<file path="src/rtl/fold_adder_pipe_if.sv">
// Handshake bundle for fold_adder_pipe: input operand channel and result channel.
interface fold_adder_pipe_if #(
  parameter int unsigned WIDTH = 26
);
  logic             in_valid;
  logic             in_ready;
  logic             in_mode;
  logic [WIDTH-1:0] op_a;
  logic [WIDTH-1:0] op_b;
  logic             out_valid;
  logic             out_ready;
  logic [WIDTH-1:0] out;
  logic             out_carry;

  modport master (
    output in_valid, in_mode, op_a, op_b, out_ready,
    input  in_ready, out_valid, out, out_carry
  );

  modport slave (
    input  in_valid, in_mode, op_a, op_b, out_ready,
    output in_ready, out_valid, out, out_carry
  );
endinterface

</file>
<file path="src/rtl/fold_adder_pipe.sv">
// Parametrised fold-add pipeline: stage 0 adds the operands, later stages fold
// the halves of the previous result (unless bypassed) with a sticky carry.
module fold_adder_pipe #(
  parameter int unsigned WIDTH  = 26,
  parameter int unsigned STAGES = 6
) (
  input logic               clock0,
  input logic               reset,
  fold_adder_pipe_if.slave  io
);
  localparam int unsigned H = WIDTH / 2;

  logic [STAGES-1:0]            v_q, v_d;
  logic [STAGES-1:0]            m_q, m_d;
  logic [STAGES-1:0]            c_q, c_d;
  logic [STAGES-1:0][WIDTH-1:0] d_q, d_d;
  logic                         advance;
  logic [WIDTH:0]               sum0;
  logic [WIDTH:0]               fold_sum;

  always_comb begin
    advance  = !v_q[STAGES-1] | io.out_ready;
    v_d      = v_q;
    m_d      = m_q;
    c_d      = c_q;
    d_d      = d_q;
    sum0     = {1'b0, io.op_a} + {1'b0, io.op_b};
    fold_sum = '0;
    if (advance) begin
      v_d[0] = io.in_valid;
      m_d[0] = io.in_mode;
      d_d[0] = sum0[WIDTH-1:0];
      c_d[0] = sum0[WIDTH];
      for (int unsigned k = 1; k < STAGES; k++) begin
        v_d[k] = v_q[k-1];
        m_d[k] = m_q[k-1];
        if (m_q[k-1]) begin
          d_d[k] = d_q[k-1];
          c_d[k] = c_q[k-1];
        end else begin
          // {lo,lo} + {hi,hi}: each half replicated to full width before adding
          fold_sum = {1'b0, d_q[k-1][H-1:0], d_q[k-1][H-1:0]}
                   + {1'b0, d_q[k-1][WIDTH-1:H], d_q[k-1][WIDTH-1:H]};
          d_d[k]   = fold_sum[WIDTH-1:0];
          c_d[k]   = c_q[k-1] | fold_sum[WIDTH];
        end
      end
    end
  end

  always_ff @(posedge clock0 or posedge reset) begin
    if (reset) begin
      v_q <= '0;
      m_q <= '0;
      c_q <= '0;
      d_q <= '0;
    end else begin
      v_q <= v_d;
      m_q <= m_d;
      c_q <= c_d;
      d_q <= d_d;
    end
  end

  assign io.in_ready  = advance;
  assign io.out_valid = v_q[STAGES-1];
  assign io.out       = d_q[STAGES-1];
  assign io.out_carry = c_q[STAGES-1];
endmodule

</file>
<file path="src/flat_wrapper.sv">
// flat-port wrapper written by rule: the top's interface ports become plain ports
module fold_adder_pipe_flat 
#(
  parameter int unsigned WIDTH  = 26,
  parameter int unsigned STAGES = 6
)
  (clock0, reset, io_in_valid, io_in_mode, io_op_a, io_op_b, io_out_ready, io_in_ready, io_out_valid, io_out, io_out_carry);
  fold_adder_pipe_if #(.WIDTH(WIDTH)) io_i ();
  input logic clock0;
  input logic reset;
  input wire logic [$bits(io_i.in_valid)-1:0] io_in_valid;
  input wire logic [$bits(io_i.in_mode)-1:0] io_in_mode;
  input wire logic [$bits(io_i.op_a)-1:0] io_op_a;
  input wire logic [$bits(io_i.op_b)-1:0] io_op_b;
  input wire logic [$bits(io_i.out_ready)-1:0] io_out_ready;
  output wire logic [$bits(io_i.in_ready)-1:0] io_in_ready;
  output wire logic [$bits(io_i.out_valid)-1:0] io_out_valid;
  output wire logic [$bits(io_i.out)-1:0] io_out;
  output wire logic [$bits(io_i.out_carry)-1:0] io_out_carry;
  assign io_i.in_valid = io_in_valid;
  assign io_i.in_mode = io_in_mode;
  assign io_i.op_a = io_op_a;
  assign io_i.op_b = io_op_b;
  assign io_i.out_ready = io_out_ready;
  assign io_in_ready = io_i.in_ready;
  assign io_out_valid = io_i.out_valid;
  assign io_out = io_i.out;
  assign io_out_carry = io_i.out_carry;
  fold_adder_pipe #(.WIDTH(WIDTH), .STAGES(STAGES)) u_core (.clock0(clock0), .reset(reset), .io(io_i));
endmodule
</file>
<file path="config.mk">
export PLATFORM = sky130hd
export DESIGN_NAME = fold_adder_pipe_flat
export DESIGN_NICKNAME = d
export VERILOG_FILES = /design/src/rtl/fold_adder_pipe_if.sv /design/src/rtl/fold_adder_pipe.sv /design/src/flat_wrapper.sv
export SDC_FILE = /design/constraint.sdc
export NUM_CORES = 1
export LEC_CHECK = 0
export BUFFER_PORTS_ARGS = -buffer_cell sky130_fd_sc_hd__buf_2
export CAP_MARGIN = 10
export CORE_MARGIN = 8
export CORE_UTILIZATION = 65
export CTS_BUF_LIST = sky130_fd_sc_hd__clkbuf_8 sky130_fd_sc_hd__clkbuf_16
export DETAILED_ROUTE_END_ITERATION = 8
export PLACE_DENSITY_LB_ADDON = 0.25
export SYNTH_ARGS = -nofsm -noshare
export SYNTH_HDL_FRONTEND = slang
export SYNTH_SLANG_ARGS = --single-unit
</file>
<file path="constraint.sdc">
create_clock -name clock0 -period 9.9 [get_ports clock0]
set_input_delay 0.495 -clock clock0 [delete_from_list [all_inputs] [get_ports clock0]]
set_output_delay 0.495 -clock clock0 [all_outputs]
set_load 0.1 [all_outputs]
</file>
==> results.sh, run 1 <==
export IMPL_ys_seq_area_share_pct=30.98
export IMPL_gp_congestion=0.9626
export IMPL_die_w_um=162.6
export IMPL_slew_headroom_pct=37.20
export IMPL_antenna_cells=0
export IMPL_grt_max_degree=95
export IMPL_cts_post_setup_buffers_inserted=0
export IMPL_worstRegToRegCells=11
export IMPL_grt_antenna_before_repair=1
export IMPL_grt_pass1_wl_um=63210
export IMPL_cts_made_buffers=17
export IMPL_drv_cap=0
export IMPL_start_kind="flop"
export IMPL_dp_cells=1934
export IMPL_cts_tree="yes"
export IMPL_async_reset_ff_share_pct=100.0
export IMPL_fin_setup_tns_ns=0
export IMPL_ant_nets=0
export IMPL_status="finished, final reports clean"
export IMPL_clk_latency_ns=0.44
export IMPL_vias_per_cell=6.383
export IMPL_drive_gt1_share_pct=10.88
export IMPL_syn2layout_area_growth_pct=5.766
export IMPL_pin_count=86
export IMPL_synth_warnings=0
export IMPL_setup_violations_final=0
export IMPL_clkTransAtPathRegs_ns=0.08
export IMPL_required_ns=10.23
export IMPL_drt_initial_drc_count=1092
export IMPL_fin_crit_sh_pct=31.05
export IMPL_avgSynthCellArea_um2=8.191
export IMPL_grt_pass1_vias=11810
export IMPL_core_area_um2=21090
export IMPL_grt_setup_unrepaired="false"
export IMPL_final_max_slew_viol_count=0
export IMPL_vias=12550
export IMPL_stdcell_count=1966
export IMPL_dieArea_um2=26450
export IMPL_critPathCapture="u_core.d_q[72]"
export IMPL_fin_worst_skew_ns=0.01046
export IMPL_die_height_um=162.6
export IMPL_synthCells=1706
export IMPL_final_net_count=1832
export IMPL_gr_usage_all_layers_pct=29.55
export IMPL_first_pass_iters=6
export IMPL_syn_nets=1860
export IMPL_gr_total_overflow=0
export IMPL_core_rowCount=53
export IMPL_max_freq_mhz=325.3
export IMPL_cts_repair_resize_count=0
export IMPL_hold_buffers=0
export IMPL_worstSetupPathType="flop to flop"
export IMPL_synth_area_um2=13970
export IMPL_tightestPinTransition_ns=0.9385
export IMPL_ys_flop_type="dfrtp_1"
export IMPL_dp_hpwl_um=29630
export IMPL_worst_hold_path_type="input port to asynchronous set/reset pin"
export IMPL_fin_crit_ns=3.074
export IMPL_routed_wl_um=39040
export IMPL_htree_levels=4
export IMPL_start_util_pct=66.27
export IMPL_portBuffers=85
export IMPL_critPathCaptureType="flop"
export IMPL_cts_sinks=173
export IMPL_cp_max_fo=5
export IMPL_synth_edf_count=0
export IMPL_hold_viol=0
export IMPL_wire_per_inst_um=19.86
export IMPL_r2r_start="u_core.d_q[26]"
export IMPL_clockBufferDepth=2
export IMPL_synth_seq_cells=173
export IMPL_cp_startpoint="u_core.d_q[26]"
export IMPL_cts_root_buf="clkbuf_16"
export IMPL_reg2reg_to="u_core.d_q[72]"
export IMPL_r2r_slack_ns=6.83
export IMPL_worstPathArrival_ns=3.41
export IMPL_drcViolationCount=0
export IMPL_synth_distinct_cells=100
-- how the worst min path moves through the flow --
stage / start / to / slack [ns] / cells after the start
2_1_floorplan: u_core.v_q[4] / u_core.v_q[4] / 0.43 / 2
3_3_place_gp: u_core.v_q[4] / u_core.v_q[4] / 0.45 / 2
3_5_place_dp: u_core.v_q[4] / u_core.v_q[4] / 0.46 / 2
4_1_cts: reset / u_core.d_q[89] / 0.12 / 2
5_1_grt: reset / u_core.d_q[89] / 0.13 / 2
6_report: reset / u_core.d_q[89] / 0.10 / 2
-- layout make-up --
type / instances / area (µm²)
Clock buffer: 17 / 425.4
Fill cell: 1748 / 6307
Clock inverter: 15 / 200.2
Inverter: 50 / 200.2
Tap cell: 275 / 344.1
Sequential cell: 173 / 4329
Timing Repair Buffer: 96 / 508.0
Multi-Input combinational cell: 1340 / 8773
-- synthesized netlist by cell type (25+ instances only) --
cell type	count	area [µm²]
and3_1	35	219.0
clkbuf_1	70	262.8
dfrtp_1	173	4329
nor2_1	186	698.2
a21o_1	41	307.8
o21a_1	27	202.7
o21ai_0	101	505.5
nand2_1	130	488.0
buf_4	29	217.7
xnor2_1	69	604.3
inv_1	50	187.7
nand3b_1	29	217.7
xor2_1	50	437.9
a21oi_1	255	1276
nor3_1	25	125.1
ha_1	91	1139
-- registers in the layout, indices dropped and copies added (netlist names) --
signal and cells:
u_core.c_q 6, u_core.v_q 6, u_core.m_q 5, u_core.io.out 26
u_core.d_q 130
-- cells by family (layout without fill, tap and decap cells) --
family                   count (synthesis)  count (layout)  share of synthesized area [%]
AO/OA/AOI/OAI                          587             587                          26.65
XOR/XNOR                               119             119                          7.458
adder cells (fa/ha/maj)                 97              97                          9.007
buffers and inverters                  193             178                          6.294
flip-flops                             173             173                          30.98
multiplexers                            24              24                          1.737
AND/OR/NAND/NOR                        513             513                          17.87
-- cell usage in the layout, fill, tap and decap left out, types with 49 or more instances in the layout --
cell / netlist / final
nand2_1: 130 / 130
dfrtp_1: 173 / 173
nor2_1: 186 / 186
a21oi_1: 255 / 255
o21ai_0: 101 / 101
buf_2: 19 / 85
inv_1: 50 / 49
xor2_1: 50 / 50
ha_1: 91 / 91
xnor2_1: 69 / 69
-- per-stage QoR --
step	utilization, %	hold WS, ns	worst slack [ns]	instance area (µm²)
final	70.09	0.1016	6.826	14780
after global routing	70.09	0.1330	6.599	14780
after detailed placement	67.12	0.4553	6.872	14150
after global placement	67.12	0.4488	7.015	14150
after CTS	70.09	0.1165	6.865	14780
after floorplan	-	0.4300	4.717	13970
-- per-layer routing --
metal	vias up	share of wire [%]	GRT usage, %
li1	6016	-	-
met1	5989	43	39.08
met2	458	48	48.20
met3	83	6.3	4.954
met4	2	3.0	10.43
met5	-	0.033	0
-- worst max-delay path: stages (launching register included) --
cell and delay (ns):
dfrtp_1 0.38, ha_1 0.31, inv_1 0.14, fa_1 0.45, and2b_1 0.27, nor3_1 0.06, o31a_2 0.37, o21ai_1 0.26
a21bo_2 0.21, a21oi_1 0.08, xnor2_1 0.13, a221o_1 0.31
Power of run 1 is not shown: default switching activity piles up to over one toggle a cycle in this logic, so the estimate is an artifact.
==> run 2: changes to the inputs <==
--- a/config.mk
+++ b/config.mk
@@ -8,7 +8,7 @@
 export BUFFER_PORTS_ARGS = -buffer_cell sky130_fd_sc_hd__buf_2
 export CAP_MARGIN = 10
 export CORE_MARGIN = 8
-export CORE_UTILIZATION = 65
+export CORE_UTILIZATION = 63
 export CTS_BUF_LIST = sky130_fd_sc_hd__clkbuf_8 sky130_fd_sc_hd__clkbuf_16
 export DETAILED_ROUTE_END_ITERATION = 8
 export PLACE_DENSITY_LB_ADDON = 0.25
==> constraint.sdc (replaced) <==
create_clock -name clock0 -period 2.9 [get_ports clock0]
set_input_delay 0.145 -clock clock0 [delete_from_list [all_inputs] [get_ports clock0]]
set_output_delay 0.145 -clock clock0 [all_outputs]
set_load 0.1 [all_outputs]
==> run 2 against run 1 <==
Critical path depth unchanged. Routed wire length rose by 1.4%. Highest routed layer is now met4. Largest cell class unchanged. Cell count grew 2.2%.
==> results.sh, run 2 (same netlist as run 1, synthesis figures left out) <==
export IMPL_clkTransAtPathRegs_ns=0.07
export IMPL_path_cells="ha_1 -> inv_1 -> fa_1 -> and2b_4 -> o311ai_4 -> a31oi_2 -> o2111ai_1 -> nand2_1 -> a31oi_1 -> xnor2_1 -> a221o_1"
export IMPL_critPathCapture="u_core.d_q[42]"
export IMPL_clk_latency_ns=0.44
export IMPL_start_util_pct=64.04
export IMPL_die_w_um=164.9
export IMPL_crit_cells=11
export IMPL_fill_cells=1778
export IMPL_core_rowCount=54
export IMPL_dpl_instance_area_um2=14480
export IMPL_wire_per_inst_um=19.70
export IMPL_cts_post_setup_buffers_inserted=0
export IMPL_max_freq_mhz=355.9
export IMPL_worstRegToRegCells=11
export IMPL_first_pass_iters=5
export IMPL_tightestPinTransition_ns=0.9389
export IMPL_die_height_um=164.9
export IMPL_final_max_slew_viol_count=0
export IMPL_final_net_count=1871
export IMPL_cts_root_buf="clkbuf_16"
export IMPL_stdcell_count=2010
export IMPL_fin_crit_sh_pct=96.89
export IMPL_syn2layout_area_growth_pct=8.434
export IMPL_grt_max_degree=181
export IMPL_drive_gt1_share_pct=13.12
export IMPL_fin_setup_tns_ns=0
export IMPL_regMostFlops="u_core.d_q"
export IMPL_portBuffers=85
export IMPL_cpPeakStageDelay_ns=0.41
export IMPL_grt_pass1_vias=12170
export IMPL_cts_tree="yes"
export IMPL_antenna_cells=0
export IMPL_ff_latch_area_um2=4329
export IMPL_crit_family="compound AO/OA/AOI/OAI gates"
export IMPL_slowest_stage="dfrtp_1"
export IMPL_vias=12630
export IMPL_cts_made_buffers=17
export IMPL_r2r_start="u_core.d_q[0]"
export IMPL_gp_congestion=1.000
export IMPL_drcViolationCount=0
export IMPL_cp_max_fo=4
export IMPL_grt_setup_unrepaired="false"
export IMPL_layout_common_cells="a21oi_1 (255), nor2_1 (186), dfrtp_1 (173), nand2_1 (130), o21ai_0 (101)"
export IMPL_start_kind="flop"
export IMPL_final_cell_area_um2=15150
export IMPL_cp_startpoint="u_core.d_q[0]"
export IMPL_required_ns=3.22
export IMPL_routed_wl_um=39600
export IMPL_htree_levels=4
export IMPL_drv_cap=0
export IMPL_dp_cells=1975
export IMPL_hold_viol=0
export IMPL_final_common_cell="a21oi_1"
export IMPL_gr_usage_all_layers_pct=29.68
export IMPL_reg2reg_to="u_core.d_q[42]"
export IMPL_r2r_slack_ns=0.09
export IMPL_core_area_um2=21820
export IMPL_grt_pass1_wl_um=64290
export IMPL_multi_input_area_um2=8832
export IMPL_critPathBufInv=1
export IMPL_worstPathArrival_ns=3.13
export IMPL_ant_nets=0
export IMPL_gr_total_overflow=0
export IMPL_drt_initial_drc_count=1084
export IMPL_critPathCaptureType="flop"
export IMPL_dieArea_um2=27200
export IMPL_fin_crit_ns=2.810
export IMPL_dp_hpwl_um=29930
export IMPL_worst_hold_path_type="input port to flop"
export IMPL_worstSetupPathType="flop to flop"
export IMPL_grt_antenna_before_repair=0
export IMPL_largest_register_ffs=130
export IMPL_cts_sinks=173
export IMPL_fin_worst_skew_ns=0.01117
export IMPL_slew_headroom_pct=37.17
export IMPL_pin_count=86
export IMPL_status="finished, final reports clean"
export IMPL_vias_per_cell=6.283
export IMPL_setup_violations_final=0
export IMPL_clockBufferDepth=2
[run 2: cell types whose count changed in the layout (fill, tap and decap cells not counted), moves of 2 or more]
cell	change
dlygate4sd3_1	+3
buf_4	+32
o31ai_1	-2
inv_6	-3
bufinv_16	-2
buf_12	+4
clkinvlp_4	+3
[run 2: worst min path at each step]
stage | to | from | depth (start not counted)
3_3_place_gp | u_core.d_q[85] | reset | 2
5_1_grt | u_core.m_q[0] | io_out_ready | 4
4_1_cts | u_core.m_q[0] | io_out_ready | 4
3_5_place_dp | u_core.d_q[85] | reset | 2
6_report | u_core.d_q[0] | io_op_a[0] | 4
2_1_floorplan | u_core.v_q[0] | io_in_valid | 2
[run 2: area by class of cell]
| class | count | share of cell area (%) |
|---|---|---|
| clock buffer | 17 | 2.807 |
| tap | 280 | 2.312 |
| clock inverter | 15 | 1.049 |
| timing repair buffer | 135 | 5.664 |
| multi-input combinational | 1340 | 58.29 |
| inverter | 50 | 1.313 |
| sequential | 173 | 28.57 |
[run 2: worst reg2reg max path: cells and delay by family (launching register included)]
kind            cells  cell delay [ns]
compound gates      5             1.29
xor+xnor            1             0.10
fa+ha+maj           2             0.43
buf+inv             1             0.09
flops               1             0.41
simple gates        2             0.37
[run 2: timing repair]
| action | in CTS | in global routing |
|---|---|---|
| resized for setup | 0 | 9 |
| endpoints found under the setup margin | 0 | 12 |
| endpoints found under the hold margin | 22 | 0 |
| hold buffers | 3 | 0 |
[run 2: stage by stage]
| step | utilization, % | hold slack (ns) | worst slack, ns |
|---|---|---|---|
| 6_report | 69.44 | 0.09035 | 0.09006 |
| 5_1_grt | 69.44 | 0.09116 | 0.002269 |
| 4_1_cts | 69.17 | 0.08242 | 0.07746 |
| 3_5_place_dp | 66.35 | 0.2370 | 0.1044 |
| 3_3_place_gp | 66.35 | 0.2301 | 0.2071 |
| 2_1_floorplan | - | 0.2575 | 0.1558 |
[run 2: metal layers]
layer,part of all wire [%],global-route usage [%]
met2,46,46.89
met3,5.4,4.636
met1,44,39.44
met5,0,0
met4,4.2,13.76
Power of run 2 is left out for the same reason.
==> run 3: changes to the inputs <==
==> constraint.sdc (replaced) <==
create_clock -name clock0 -period 2.9 [get_ports clock0]
set_input_delay 0.145 -clock clock0 [delete_from_list [all_inputs] [get_ports clock0]]
set_output_delay 0.145 -clock clock0 [all_outputs]
set_load 0.02 [all_outputs]
==> run 3 against run 2 <==
Register-to-register slack better by 0.02 ns. Cell area increased by 0.47%. Critical path depth is 1 higher. Flip-flop and latch count stayed put. Fmax up 0.64%. Non-clock buffer count rose by 11.
==> results.sh, run 3 (same netlist as run 1, synthesis figures left out) <==
export IMPL_cp_startpoint="u_core.d_q[78]"
export IMPL_cts_root_buf="clkbuf_16"
export IMPL_htree_levels=4
export IMPL_r2r_slack_ns=0.11
export IMPL_required_ns=3.25
export IMPL_pin_count=86
export IMPL_critPathCaptureType="flop"
export IMPL_portBuffers=85
export IMPL_clkTransAtPathRegs_ns=0.07
export IMPL_grt_pass1_wl_um=64020
export IMPL_grt_antenna_before_repair=0
export IMPL_fin_crit_sh_pct=96.28
export IMPL_clockBufferDepth=2
export IMPL_cts_made_buffers=17
export IMPL_regMostFlops="u_core.d_q"
export IMPL_worst_hold_path_type="input port to flop"
export IMPL_min_path_cells=4
export IMPL_gr_usage_all_layers_pct=29.80
export IMPL_wire_per_inst_um=20.26
export IMPL_start_kind="flop"
export IMPL_gr_total_overflow=0
export IMPL_hold_start="io_op_a[0]"
export IMPL_worstPathArrival_ns=3.14
export IMPL_dieArea_um2=27200
export IMPL_utilization_pct=69.76
export IMPL_dp_hpwl_um=30850
export IMPL_routed_wl_um=40950
export IMPL_fin_setup_tns_ns=0
export IMPL_gp_congestion=0.9867
export IMPL_die_w_um=164.9
export IMPL_slew_headroom_pct=42.75
export IMPL_drt_initial_drc_count=1101
export IMPL_syn2layout_area_growth_pct=8.944
export IMPL_ant_nets=0
export IMPL_clk_latency_ns=0.44
export IMPL_hold_viol=0
export IMPL_grt_pass1_vias=12160
export IMPL_status="finished, final reports clean"
export IMPL_worstSetupPathType="flop to flop"
export IMPL_final_max_slew_viol_count=0
export IMPL_drive_gt1_share_pct=13.73
export IMPL_core_area_um2=21820
export IMPL_r2r_start="u_core.d_q[78]"
export IMPL_cp_max_fo=6
export IMPL_core_rowCount=54
export IMPL_setup_violations_final=0
export IMPL_layout_common_cells="a21oi_1 (254), nor2_1 (186), dfrtp_1 (173), nand2_1 (130), o21ai_0 (101)"
export IMPL_max_freq_mhz=358.2
export IMPL_final_net_count=1882
export IMPL_start_util_pct=64.04
export IMPL_drcViolationCount=0
export IMPL_largest_register_ffs=130
export IMPL_antenna_cells=0
export IMPL_grt_max_degree=117
export IMPL_first_pass_iters=7
export IMPL_fin_worst_skew_ns=0.01207
export IMPL_final_common_cell="a21oi_1"
export IMPL_drv_cap=0
export IMPL_vias=12840
export IMPL_vias_per_cell=6.355
export IMPL_cts_sinks=173
export IMPL_tightestPinTransition_ns=0.8588
export IMPL_cts_tree="yes"
export IMPL_worstRegToRegCells=12
export IMPL_die_height_um=164.9
export IMPL_fin_crit_ns=2.792
[run 3: path summary, 6_finish.rpt]
| kind | endpoint |
|---|---|
| max | u_core.d_q[126] |
| min | u_core.d_q[0] |
| min reg2reg | u_core.v_q[1] |
| min in group asynchronous | u_core.d_q[90] |
| max in group asynchronous | u_core.d_q[24] |
| max reg2reg | u_core.d_q[126] |
[run 3: worst max-delay path: stages, from the launching register on]
cell and delay (ns):
dfrtp_1 0.41, ha_2 0.24, inv_1 0.08, fa_1 0.24, nand2b_1 0.17, a21oi_2 0.09
o21bai_1 0.21, a31oi_2 0.15, o41a_1 0.45, buf_4 0.16, a211oi_2 0.25, nor4_1 0.08
a211oi_1 0.19
[run 3: through the flow]
| stage | cell area, µm² | setup slack (ns) | hold slack, ns | instances |
|---|---|---|---|---|
| 6_report | 15220 | 0.1079 | 0.08669 | 2021 |
| 5_1_grt | 15220 | -0.01340 | 0.08282 | 2021 |
| 4_1_cts | 15140 | 0.05241 | 0.07428 | 2017 |
| 3_5_place_dp | 14520 | -0.05084 | 0.06322 | 1982 |
| 3_3_place_gp | 14520 | 0.02526 | 0.06027 | 1982 |
| 2_1_floorplan | 13980 | 0.1558 | 0.2575 | 1706 |
[run 3: timing repair]
item                                    in CTS  in global routing
hold buffers                                 3                  0
gates cloned                                 0                  0
endpoints found under the setup margin       1                 15
resized for setup                            2                  9
endpoints found under the hold margin      159                  0
pin swaps                                    0                  6
buffers inserted                             0                  4
[run 3: per-layer routing]
metal	GRT usage (%)	up-vias	routed length [µm]
li1	-	6120	-
met1	39.45	6180	17800
met2	47.93	455	19340
met3	5.508	88	2603
met4	11.02	0	1201
met5	0	-	0
[run 3: final cells by class]
| type | instances | area [µm²] |
|---|---|---|
| timing repair buffer | 146 | 928.4 |
| clock inverter | 13 | 126.4 |
| clock buffer | 19 | 452.9 |
| inverter | 50 | 198.9 |
| multi-input combinational | 1340 | 8838 |
| sequential | 173 | 4329 |
| fill | 1803 | 6599 |
| tap | 280 | 350.3 |
Power of run 3 is left out for the same reason.
